$ cat config.mk
export PLATFORM = sky130hd
export DESIGN_NAME = icc_branch_unit_flat
export DESIGN_NICKNAME = d
export VERILOG_FILES = /design/src/rtl/icc_branch_unit_if.sv /design/src/rtl/icc_branch_unit.sv /design/src/flat_wrapper.sv
export SDC_FILE = /design/constraint.sdc
export NUM_CORES = 1
export LEC_CHECK = 0
export ABC_CLOCK_PERIOD_IN_PS = 2600
export BUFFER_PORTS_ARGS = -buffer_cell sky130_fd_sc_hd__clkbuf_2
export CORE_AREA = 2 2 39 41
export DETAILED_ROUTE_END_ITERATION = 8
export DIE_AREA = 0 0 41 43
export SLEW_MARGIN = 30
export SYNTH_ARGS = -nofsm -noshare
export SYNTH_HDL_FRONTEND = slang
export SYNTH_SLANG_ARGS = --single-unit
$ cat constraint.sdc
create_clock -name Clk -period 2.6 [get_ports Clk]
set_clock_uncertainty 0.05 [all_clocks]
set_input_delay 0.52 -clock Clk [delete_from_list [all_inputs] [get_ports Clk]]
set_output_delay 0.52 -clock Clk [all_outputs]
set_load 0.05 [all_outputs]
$ cat src/rtl/icc_branch_unit_if.sv
// icc/Bicc unit bus: EX-stage ALU flags and branch fields in,
// condition codes, branch decision and squash/trap status out.
interface icc_branch_unit_if;
  logic       Stall;
  logic       Valid;
  logic [5:0] Op3;
  logic       N;
  logic       Z;
  logic       V;
  logic       C;
  logic       IsBicc;
  logic [3:0] Cond;
  logic       ABit;
  logic [3:0] Icc;
  logic       CinOut;
  logic       Taken;
  logic       SquashSlot;
  logic       TrapReq;

  modport master (
    output Stall, Valid, Op3, N, Z, V, C,
    output IsBicc, Cond, ABit,
    input  Icc, CinOut, Taken, SquashSlot, TrapReq
  );

  modport slave (
    input  Stall, Valid, Op3, N, Z, V, C,
    input  IsBicc, Cond, ABit,
    output Icc, CinOut, Taken, SquashSlot, TrapReq
  );
endinterface

$ cat src/rtl/icc_branch_unit.sv
// icc register, Bicc evaluator and delay-slot/annul sequencer.
// Optional Ticc trap request: define SPARC_TICC_EN.
module icc_branch_unit #(
  parameter logic [3:0] ICC_RST  = 4'b0000,
  parameter int         SLOT_LEN = 1
) (
  input logic           Clk,
  input logic           Clr,
  icc_branch_unit_if.slave bus
);

  typedef enum logic {
    RUN,
    SLOT
  } state_t;

  if (SLOT_LEN != 1) begin : g_bad_slot
    $error("icc_branch_unit: only SLOT_LEN=1 is supported");
  end

  state_t     r_state;
  state_t     w_state_nxt;
  logic       r_squash;
  logic       w_squash_nxt;
  logic [3:0] r_icc;
  logic       w_eff;
  logic       w_cc_op;
  logic       w_cond;
  logic       w_br;
  logic       w_taken;
  logic       w_ann;

  function automatic logic f_cond(
    input logic [3:0] icc,
    input logic [3:0] cd
  );
    logic n, z, v, c, r;
    {n, z, v, c} = icc;
    case (cd[2:0])
      3'd0:    r = 1'b0;
      3'd1:    r = z;
      3'd2:    r = z | (n ^ v);
      3'd3:    r = n ^ v;
      3'd4:    r = c | z;
      3'd5:    r = c;
      3'd6:    r = n;
      default: r = v;
    endcase
    return r ^ cd[3];
  endfunction

  assign w_eff   = Clr & bus.Valid & ~bus.Stall & ~r_squash;
  assign w_cc_op = (bus.Op3[5:4] == 2'b01);
  assign w_cond  = f_cond(r_icc, bus.Cond);
  assign w_br    = w_eff & bus.IsBicc;
  assign w_taken = w_br & w_cond;
  assign w_ann   = w_br & bus.ABit &
                   (~w_taken | (bus.Cond == 4'b1000));

`ifdef SPARC_TICC_EN
  logic r_trap;
  logic w_trap;

  assign w_trap = Clr & ~bus.Stall & bus.Valid &
                  (bus.Op3 == 6'b111010) & ~r_squash & w_cond;

  // One-cycle trap request pulse following a true Ticc
  always_ff @(posedge Clk or negedge Clr) begin
    if (!Clr) r_trap <= 1'b0;
    else      r_trap <= w_trap;
  end

  assign bus.TrapReq = r_trap;
`else
  logic w_unused_op3;
  assign w_unused_op3 = ^bus.Op3[3:0];
  assign bus.TrapReq  = 1'b0;
`endif

  // Condition codes latch ALU flags from effective cc ops
  always_ff @(posedge Clk or negedge Clr) begin
    if (!Clr)                 r_icc <= ICC_RST;
    else if (w_eff & w_cc_op) r_icc <= {bus.N, bus.Z, bus.V, bus.C};
  end

  // Delay-slot state and pending squash
  always_ff @(posedge Clk or negedge Clr) begin
    if (!Clr) begin
      r_state  <= RUN;
      r_squash <= 1'b0;
    end else begin
      r_state  <= w_state_nxt;
      r_squash <= w_squash_nxt;
    end
  end

  // Next delay-slot state; a stall holds everything
  always_comb begin
    w_state_nxt  = r_state;
    w_squash_nxt = r_squash;
    if (!bus.Stall) begin
      unique case (r_state)
        RUN: begin
          if (w_br) begin
            w_state_nxt  = SLOT;
            w_squash_nxt = w_ann;
          end
        end
        SLOT: begin
          if (w_br) begin
            w_state_nxt  = SLOT;
            w_squash_nxt = w_ann;
          end else begin
            w_state_nxt  = RUN;
            w_squash_nxt = 1'b0;
          end
        end
        default: begin
          w_state_nxt  = RUN;
          w_squash_nxt = 1'b0;
        end
      endcase
`ifdef SPARC_TICC_EN
      if (w_trap) begin
        w_state_nxt  = RUN;
        w_squash_nxt = 1'b0;
      end
`endif
    end
  end

  assign bus.Icc        = r_icc;
  assign bus.CinOut     = r_icc[0];
  assign bus.Taken      = w_taken;
  assign bus.SquashSlot = r_squash;

endmodule

$ cat src/flat_wrapper.sv
// flat-port wrapper written by rule: the top's interface ports become plain ports
module icc_branch_unit_flat 
#(
  parameter logic [3:0] ICC_RST  = 4'b0000,
  parameter int         SLOT_LEN = 1
)
  (Clk, Clr, bus_Stall, bus_Valid, bus_Op3, bus_N, bus_Z, bus_V, bus_C, bus_IsBicc, bus_Cond, bus_ABit, bus_Icc, bus_CinOut, bus_Taken, bus_SquashSlot, bus_TrapReq);
  icc_branch_unit_if bus_i ();
  input logic Clk;
  input logic Clr;
  input wire logic [$bits(bus_i.Stall)-1:0] bus_Stall;
  input wire logic [$bits(bus_i.Valid)-1:0] bus_Valid;
  input wire logic [$bits(bus_i.Op3)-1:0] bus_Op3;
  input wire logic [$bits(bus_i.N)-1:0] bus_N;
  input wire logic [$bits(bus_i.Z)-1:0] bus_Z;
  input wire logic [$bits(bus_i.V)-1:0] bus_V;
  input wire logic [$bits(bus_i.C)-1:0] bus_C;
  input wire logic [$bits(bus_i.IsBicc)-1:0] bus_IsBicc;
  input wire logic [$bits(bus_i.Cond)-1:0] bus_Cond;
  input wire logic [$bits(bus_i.ABit)-1:0] bus_ABit;
  output wire logic [$bits(bus_i.Icc)-1:0] bus_Icc;
  output wire logic [$bits(bus_i.CinOut)-1:0] bus_CinOut;
  output wire logic [$bits(bus_i.Taken)-1:0] bus_Taken;
  output wire logic [$bits(bus_i.SquashSlot)-1:0] bus_SquashSlot;
  output wire logic [$bits(bus_i.TrapReq)-1:0] bus_TrapReq;
  assign bus_i.Stall = bus_Stall;
  assign bus_i.Valid = bus_Valid;
  assign bus_i.Op3 = bus_Op3;
  assign bus_i.N = bus_N;
  assign bus_i.Z = bus_Z;
  assign bus_i.V = bus_V;
  assign bus_i.C = bus_C;
  assign bus_i.IsBicc = bus_IsBicc;
  assign bus_i.Cond = bus_Cond;
  assign bus_i.ABit = bus_ABit;
  assign bus_Icc = bus_i.Icc;
  assign bus_CinOut = bus_i.CinOut;
  assign bus_Taken = bus_i.Taken;
  assign bus_SquashSlot = bus_i.SquashSlot;
  assign bus_TrapReq = bus_i.TrapReq;
  icc_branch_unit #(.ICC_RST(ICC_RST), .SLOT_LEN(SLOT_LEN)) u_core (.Clk(Clk), .Clr(Clr), .bus(bus_i));
endmodule
Yosys cells after proc, flatten, opt, wreduce, memory -nomap -nowiden:

Index checks and enable logic that the tools add are counted.

* register bits: 6
* input port bits: 20
* output and inout port bits: 8
* word-level logic and storage cells: 36

* equality and inequality tests: 9
* muxes and demuxes: 5
* bitwise gates (word level): 17
* reductions and logical operators: 2

Operator list (number)
* == test 3 bit, second input constant: 3
* bitwise AND 1 bit: 8
* one-hot mux 1 bit (7 select lines): 1
* == test 3 x 2 -> 1 bit, second input constant: 2
* == test 4 bit, second input constant: 1
* inverter 1 bit: 4
* == test 3 x 1 -> 1 bit, second input constant: 1
* logical NOT 3 bit: 1
* 2-to-1 mux 1 bit: 3
* OR 1 bit: 3
* == test 2 x 1 -> 1 bit, second input constant: 1
* != test 2 x 1 -> 1 bit, second input constant: 1
* one-hot mux 1 bit (2 select lines): 1
* AND reduction 2 bit: 1
* XOR 1 bit: 2

Depth between registers and ports, before layout:

Gate-level depths: netlist of run 1.

* word-level depth: 10
* mapped depth: 4
* mapped depth without buffers: 4

Worst setup path after synthesis of run 1:

Ideal clock, no wire load.

* kind: flip-flop to output port
* from: register u_core.r_icc[2], in the netlist u_core.bus.Icc[2]
* to: output bus_Taken
* data arrival time: 2.101 ns
* required time: 2.030 ns
* path slack: -0.071 ns
* cell stages (with the launch flop): 5
* buffers on the path: 0
* cells stage by stage: dfrtp_1 -> nand2b_1 -> a221o_1 -> nand3_1 -> mux2i_1

* cells in the longest elaborated chain, start to end: 4
* elaborated cells between the ends (all ways): 5
* those cells by class: 1 x mux; 4 x bitwise

Ends and longest elaborated chain
* start, declared: line icc_branch_unit.sv:25 `logic [3:0] r_icc;`
* start signal, assigned: line icc_branch_unit.sv:83 `else if (w_eff & w_cc_op) r_icc <= {bus.N, bus.Z, bus.V, bus.C};`
* OR 1 bit, on equally long branches: line icc_branch_unit.sv:44, icc_branch_unit.sv:42
* one-hot mux 1 bit (7 select lines) (*): line icc_branch_unit.sv:39 `case (cd[2:0])`
* XOR 1 bit (*): line icc_branch_unit.sv:49 `return r ^ cd[3];`
* bitwise AND 1 bit (*): line icc_branch_unit.sv:56 `assign w_taken = w_br & w_cond;`
* end, declared: line flat_wrapper.sv:23 `output wire logic [$bits(bus_i.Taken)-1:0] bus_Taken;`

Mark *: on every way between the ends. The rest lies on a longest branch, timed or not.

Worst setup path after layout of run 1:

* from: input bus_Cond[0]
* to: output bus_Taken

* cells in the longest elaborated chain, start to end: 4
* elaborated cells between the ends (all ways): 10
* those cells by class: 6 x eq/ne; 1 x mux; 2 x bitwise; 1 x reduce/logical

Ends and longest elaborated chain
* start, declared: line flat_wrapper.sv:19 `input wire logic [$bits(bus_i.Cond)-1:0] bus_Cond;`
* == test 3 bit, or another cell as far along: line icc_branch_unit.sv:39
* one-hot mux 1 bit (7 select lines) (*): line icc_branch_unit.sv:39
* XOR 1 bit (*): line icc_branch_unit.sv:49
* bitwise AND 1 bit (*): line icc_branch_unit.sv:56

Marked as above.

==> results of run 1 <==
-- flip-flops by register name, summed over array words and instances (netlist names) --
register / cells
u_core.bus.Icc: 4
u_core.bus.SquashSlot: 1
u_core.r_state: 1
-- per-stage QoR --
| stage | total power, mW | setup slack, ns | cell area [sq um] |
|---|---|---|---|
| final | 0.371 | 0.229 | 546 |
| after global routing | 0.392 | 0.149 | 546 |
| after CTS | 0.378 | 0.226 | 546 |
| after detailed placement | 0.289 | 0.230 | 523 |
| after global placement | 0.289 | 0.240 | 523 |
| after floorplan | 0.252 | 0.160 | 408 |
-- power by group through the flow --
stage	clock network [mW]	registers (mW)	logic, mW
after floorplan	0	0.180	0.0717
after global placement	0	0.128	0.160
after detailed placement	0	0.128	0.161
after CTS	0.0897	0.127	0.161
after global routing	0.0924	0.130	0.170
final	0.0840	0.128	0.160
-- cell type report --
class / instances / area [sq um]
clock buffer: 3 / 22.5
fill: 150 / 838
inverter: 3 / 11.3
multi-input combinational: 27 / 231
sequential: 6 / 150
tap: 16 / 20.0
timing repair buffer: 22 / 110
-- synthesized netlist by cell type --
| library cell | instances | share of area |
|---|---|---|
| and4bb_4 | 1 | 0.040 |
| a31oi_1 | 1 | 0.015 |
| mux2_2 | 3 | 0.084 |
| nand3_1 | 4 | 0.050 |
| nand2b_1 | 3 | 0.046 |
| nor2_1 | 2 | 0.019 |
| a21oi_1 | 1 | 0.012 |
| xnor2_1 | 1 | 0.022 |
| mux2i_1 | 2 | 0.050 |
| dfrtp_1 | 6 | 0.37 |
| a32oi_1 | 1 | 0.022 |
| a22o_1 | 1 | 0.022 |
| buf_4 | 2 | 0.037 |
| nand3b_4 | 1 | 0.050 |
| a221o_1 | 1 | 0.025 |
| a221oi_1 | 1 | 0.022 |
| a21boi_2 | 1 | 0.028 |
| mux2_1 | 1 | 0.028 |
| inv_1 | 3 | 0.028 |
| conb_1 | 1 | 0.0093 |
| a211o_1 | 1 | 0.022 |
-- metal layers --
metal | up-vias | track usage | share of wire
met1 | 162 | 0.129 | 0.44
met5 | - | 0 | 0
met4 | 0 | 0.100 | 0
met3 | 0 | 0.0157 | 0.083
li1 | 186 | - | -
met2 | 14 | 0.150 | 0.48
-- path summary, 6_finish.rpt --
kind | cells after the start | endpoint | slack, ns | startpoint
min reg2reg | 1 | u_core.r_state | 0.45 | u_core.r_state
max in group asynchronous | 1 | u_core.bus.Icc[3] | 2.29 | Clr
max | 6 | bus_Taken | 0.23 | bus_Cond[0]
max reg2reg | 3 | u_core.bus.Icc[0] | 1.23 | u_core.bus.SquashSlot
min | 1 | u_core.bus.Icc[2] | 0.05 | Clr
min in group Clk | 2 | u_core.bus.Icc[0] | 0.44 | bus_C
-- cell families after synthesis --
logic type / count (synthesis) / synth area share
simple gates: 11 / 0.204
compound gates: 8 / 0.167
mux: 6 / 0.161
flops: 6 / 0.372
buf+inv: 5 / 0.0650
xor+xnor: 1 / 0.0217
other cells: 1 / 0.00928
==> impl_metrics.yaml, run 1 <==
final_layout:
  layout_common_cells: "clkbuf_2, dfrtp_1, nand3_1"
  final_common_cell: "clkbuf_2"
  fin_cells: 77
  drive_gt1_frac: 0.525
  nNetsFinal: 83
  diodes: 0
  post-route-util: 0.394
  syn_to_final_growth_pct: 35.0
critical_path:
  crit_path_max_incr_delay_ns: 0.34
  cp.required_ns: 2.03
  crit_family: "buffers and inverters"
  worstPathCellList: "clkbuf_2 -> nand2b_1 -> a221o_1 -> nand3_1 -> mux2i_2 -> clkbuf_2"
  crit_top_cell: "clkbuf_2"
  worstSetupPathType: "input port to primary output"
  cp-end-kind: "primary output"
  cp_slowest_cell: "a221o_1"
  path_buf_inv: 2
  critPathMaxFanout: 4
  cp_data_arrival_time_ns: 1.80
  critPathLaunchType: "input port"
routing:
  routedWlPerCell_um: 10.4
  totalWireLength_um: 804
  drt.antenna.violating_nets: 0
  drt_pass1_iterations: 2
  dr_total_vias: 362
  via_per_inst: 4.70
  drt-initial-drc-count: 1
  drc: 0
placed_design:
  hpwl_um: 668
  place_congestion: 0.706
  dp.cells: 74
  place.port_buffers: 22
timing:
  maxSlewViolCount: 0
  clock.fmax_ghz: 0.422
  tns_ns: 0
  setup_viol: 0
  period_minus_slack_ns: 2.37
  rsz0062_at_grt: "no"
  hold_viol_final: 0
  whs_ns: 0.0522
  period_share: 0.912
power:
  p_comb_frac: 0.430
  ir_worst_vdd_mv: 0.377
  intPower_mw: 0.214
  p_leak_nw: 0.290
  power_density_nw_per_um2: 681
  p_clk_frac: 0.226
  switching_share: 0.424
  p_sw_mw: 0.157
  pwr-share-seq: 0.344
cts:
  cts_made_buffers: 3
  cts_tree: "built"
  cts.repair.resized: 0
  clock_path_buffers: 2
  cts.reportedPaths.clkPinSlew_ns: 0.04
  cts.sinks: 6
  ctsHoldBuffers: 0
  clkLatencyLatePin_ns: 0.24
  htreeDepth: 1
  cts_root_buf: "clkbuf_4"
  post_cts_buffers: 0
grt:
  grt_max_degree: 8
  antenna_found_initial: 0
  grt_pass1_wl_mm: 1.24
  grt_usage: 0.106
  first_global_vias: 329
  grt_overflow: 0
floorplan:
  die_w_um: 41
  dieArea_sq_um: 1760
  num_rows: 14
  core_area_sq_um: 1380
  top_level_ports: 28
  initial_utilization: 0.292
  die_h_um: 43
synth:
  synthCells: 38
  syn_nets: 58
  synth_cell_types: 21
  yosysSeqAreaShare: 0.372
  synthesis.area_sq_um: 404
  syn_area_per_cell_sq_um: 10.6
  synth_seq_cells: 6
  synth_warnings: 0
min_path:
  min_path_type: "input port to asynchronous set/reset pin"
status:
  status: "complete, no violations"
job:
  drv_cap: 0
Note: power is estimated with default switching activity, not from simulation.
==> run 2, diff against run 1 <==
PLACE_DENSITY_LB_ADDON = 0.08   (was unset)
==> impl_metrics.yaml, run 2 (synthesized netlist as in run 1, its figures left out) <==
status:
  status: "complete, no violations"
timing:
  period_minus_slack_ns: 2.37
  tns_ns: 0
  maxSlewViolCount: 0
  clock.fmax_ghz: 0.423
  hold_viol_final: 0
  setup_ws_ns: 0.234
  rsz0062_at_grt: "no"
  period_share: 0.910
  setup_viol: 0
grt:
  grt_pass1_wl_mm: 1.29
  antenna_found_initial: 0
  grt_overflow: 0
  grt_usage: 0.112
  grt_max_degree: 8
  first_global_vias: 327
floorplan:
  core_area_sq_um: 1380
  die_w_um: 41
  top_level_ports: 28
  die_h_um: 43
  num_rows: 14
  dieArea_sq_um: 1760
  initial_utilization: 0.292
min_path:
  min_path_type: "input port to asynchronous set/reset pin"
critical_path:
  worstSetupPathType: "input port to primary output"
  critPathLaunchType: "input port"
  critPathMaxFanout: 4
  cp_data_arrival_time_ns: 1.80
  cp-end-kind: "primary output"
  cp.required_ns: 2.03
placed_design:
  pre_cts_slack_ns: 0.228
  place.port_buffers: 22
  place_congestion: 0.631
  hpwl_um: 711
  placed_cell_area_sq_um: 523
cts:
  htreeDepth: 1
  cts_made_buffers: 3
  post_cts_buffers: 0
  clock_path_buffers: 2
  ctsHoldBuffers: 0
  cts.reportedPaths.clkPinSlew_ns: 0.04
  clkLatencyLatePin_ns: 0.24
  cts_root_buf: "clkbuf_4"
  cts.sinks: 6
  cts_tree: "built"
  cts.repair.resized: 0
routing:
  totalWireLength_um: 832
  drc: 0
  drt_pass1_iterations: 4
  drt-initial-drc-count: 5
  via_per_inst: 4.66
  routedWlPerCell_um: 10.8
  drt.antenna.violating_nets: 0
  dr_total_vias: 359
final_layout:
  diodes: 0
  final_common_cell: "clkbuf_2"
  drive_gt1_frac: 0.525
  syn_to_final_growth_pct: 35.0
  layout_common_cells: "clkbuf_2, dfrtp_1, nand3_1"
  largest_reg_flops: 4
  num-fill-cells: 153
  nNetsFinal: 83
  fin_area_sq_um: 546
power:
  power_density_nw_per_um2: 680
  ir_worst_vdd_mv: 0.358
  power.total_mw: 0.371
  p_leak_nw: 0.290
job:
  drv_cap: 0
[run 2: layout make-up]
cell class,count,area [sq um],share of cell area
inverters,3,11.3,0.0206
clock buffers,3,22.5,0.0413
well taps,16,20.0,0.0367
flip-flops and latches,6,150,0.275
multi-input cells,27,231,0.424
repair buffers,22,110,0.202
[run 2: power breakdown]
group | internal [mW] | switching (mW)
Combinational | 0.0521 | 0.108
Sequential | 0.110 | 0.0186
Clock | 0.0520 | 0.0303
Total | 0.214 | 0.157
[run 2: path summary, 6_finish.rpt]
kind                                         end  slack [ns]  depth (start not counted)                  start
setup / recovery                       bus_Taken        0.23                          6            bus_Cond[0]
hold / removal             u_core.bus.SquashSlot        0.05                          1                    Clr
setup reg to reg               u_core.bus.Icc[0]        1.21                          3  u_core.bus.SquashSlot
hold reg to reg                   u_core.r_state        0.46                          1         u_core.r_state
max in group asynchronous      u_core.bus.Icc[1]        2.29                          1                    Clr
min in group Clk               u_core.bus.Icc[0]        0.45                          2                  bus_C
[run 2: layer usage]
layer  track usage  part of all wire
met3        0.0314             0.056
met4        0.0800                 0
met5             0                 0
met1         0.128              0.44
met2         0.169              0.50
[run 2: critical path: stages]
cell and delay (ns):
clkbuf_2 0.11, nand2b_1 0.16, a221o_1 0.34, nand3_1 0.15
mux2i_2 0.21, clkbuf_2 0.29
[run 2: per-stage QoR]
| stage | util | hold slack, ns | std cells |
|---|---|---|---|
| 4_1_cts | 0.394 | 0.0489 | 77 |
| 5_1_grt | 0.394 | 0.0553 | 77 |
| 3_5_place_dp | 0.378 | 0.310 | 74 |
| 2_1_floorplan | - | 0.174 | 38 |
| 6_report | 0.394 | 0.0530 | 77 |
| 3_3_place_gp | 0.378 | 0.315 | 74 |
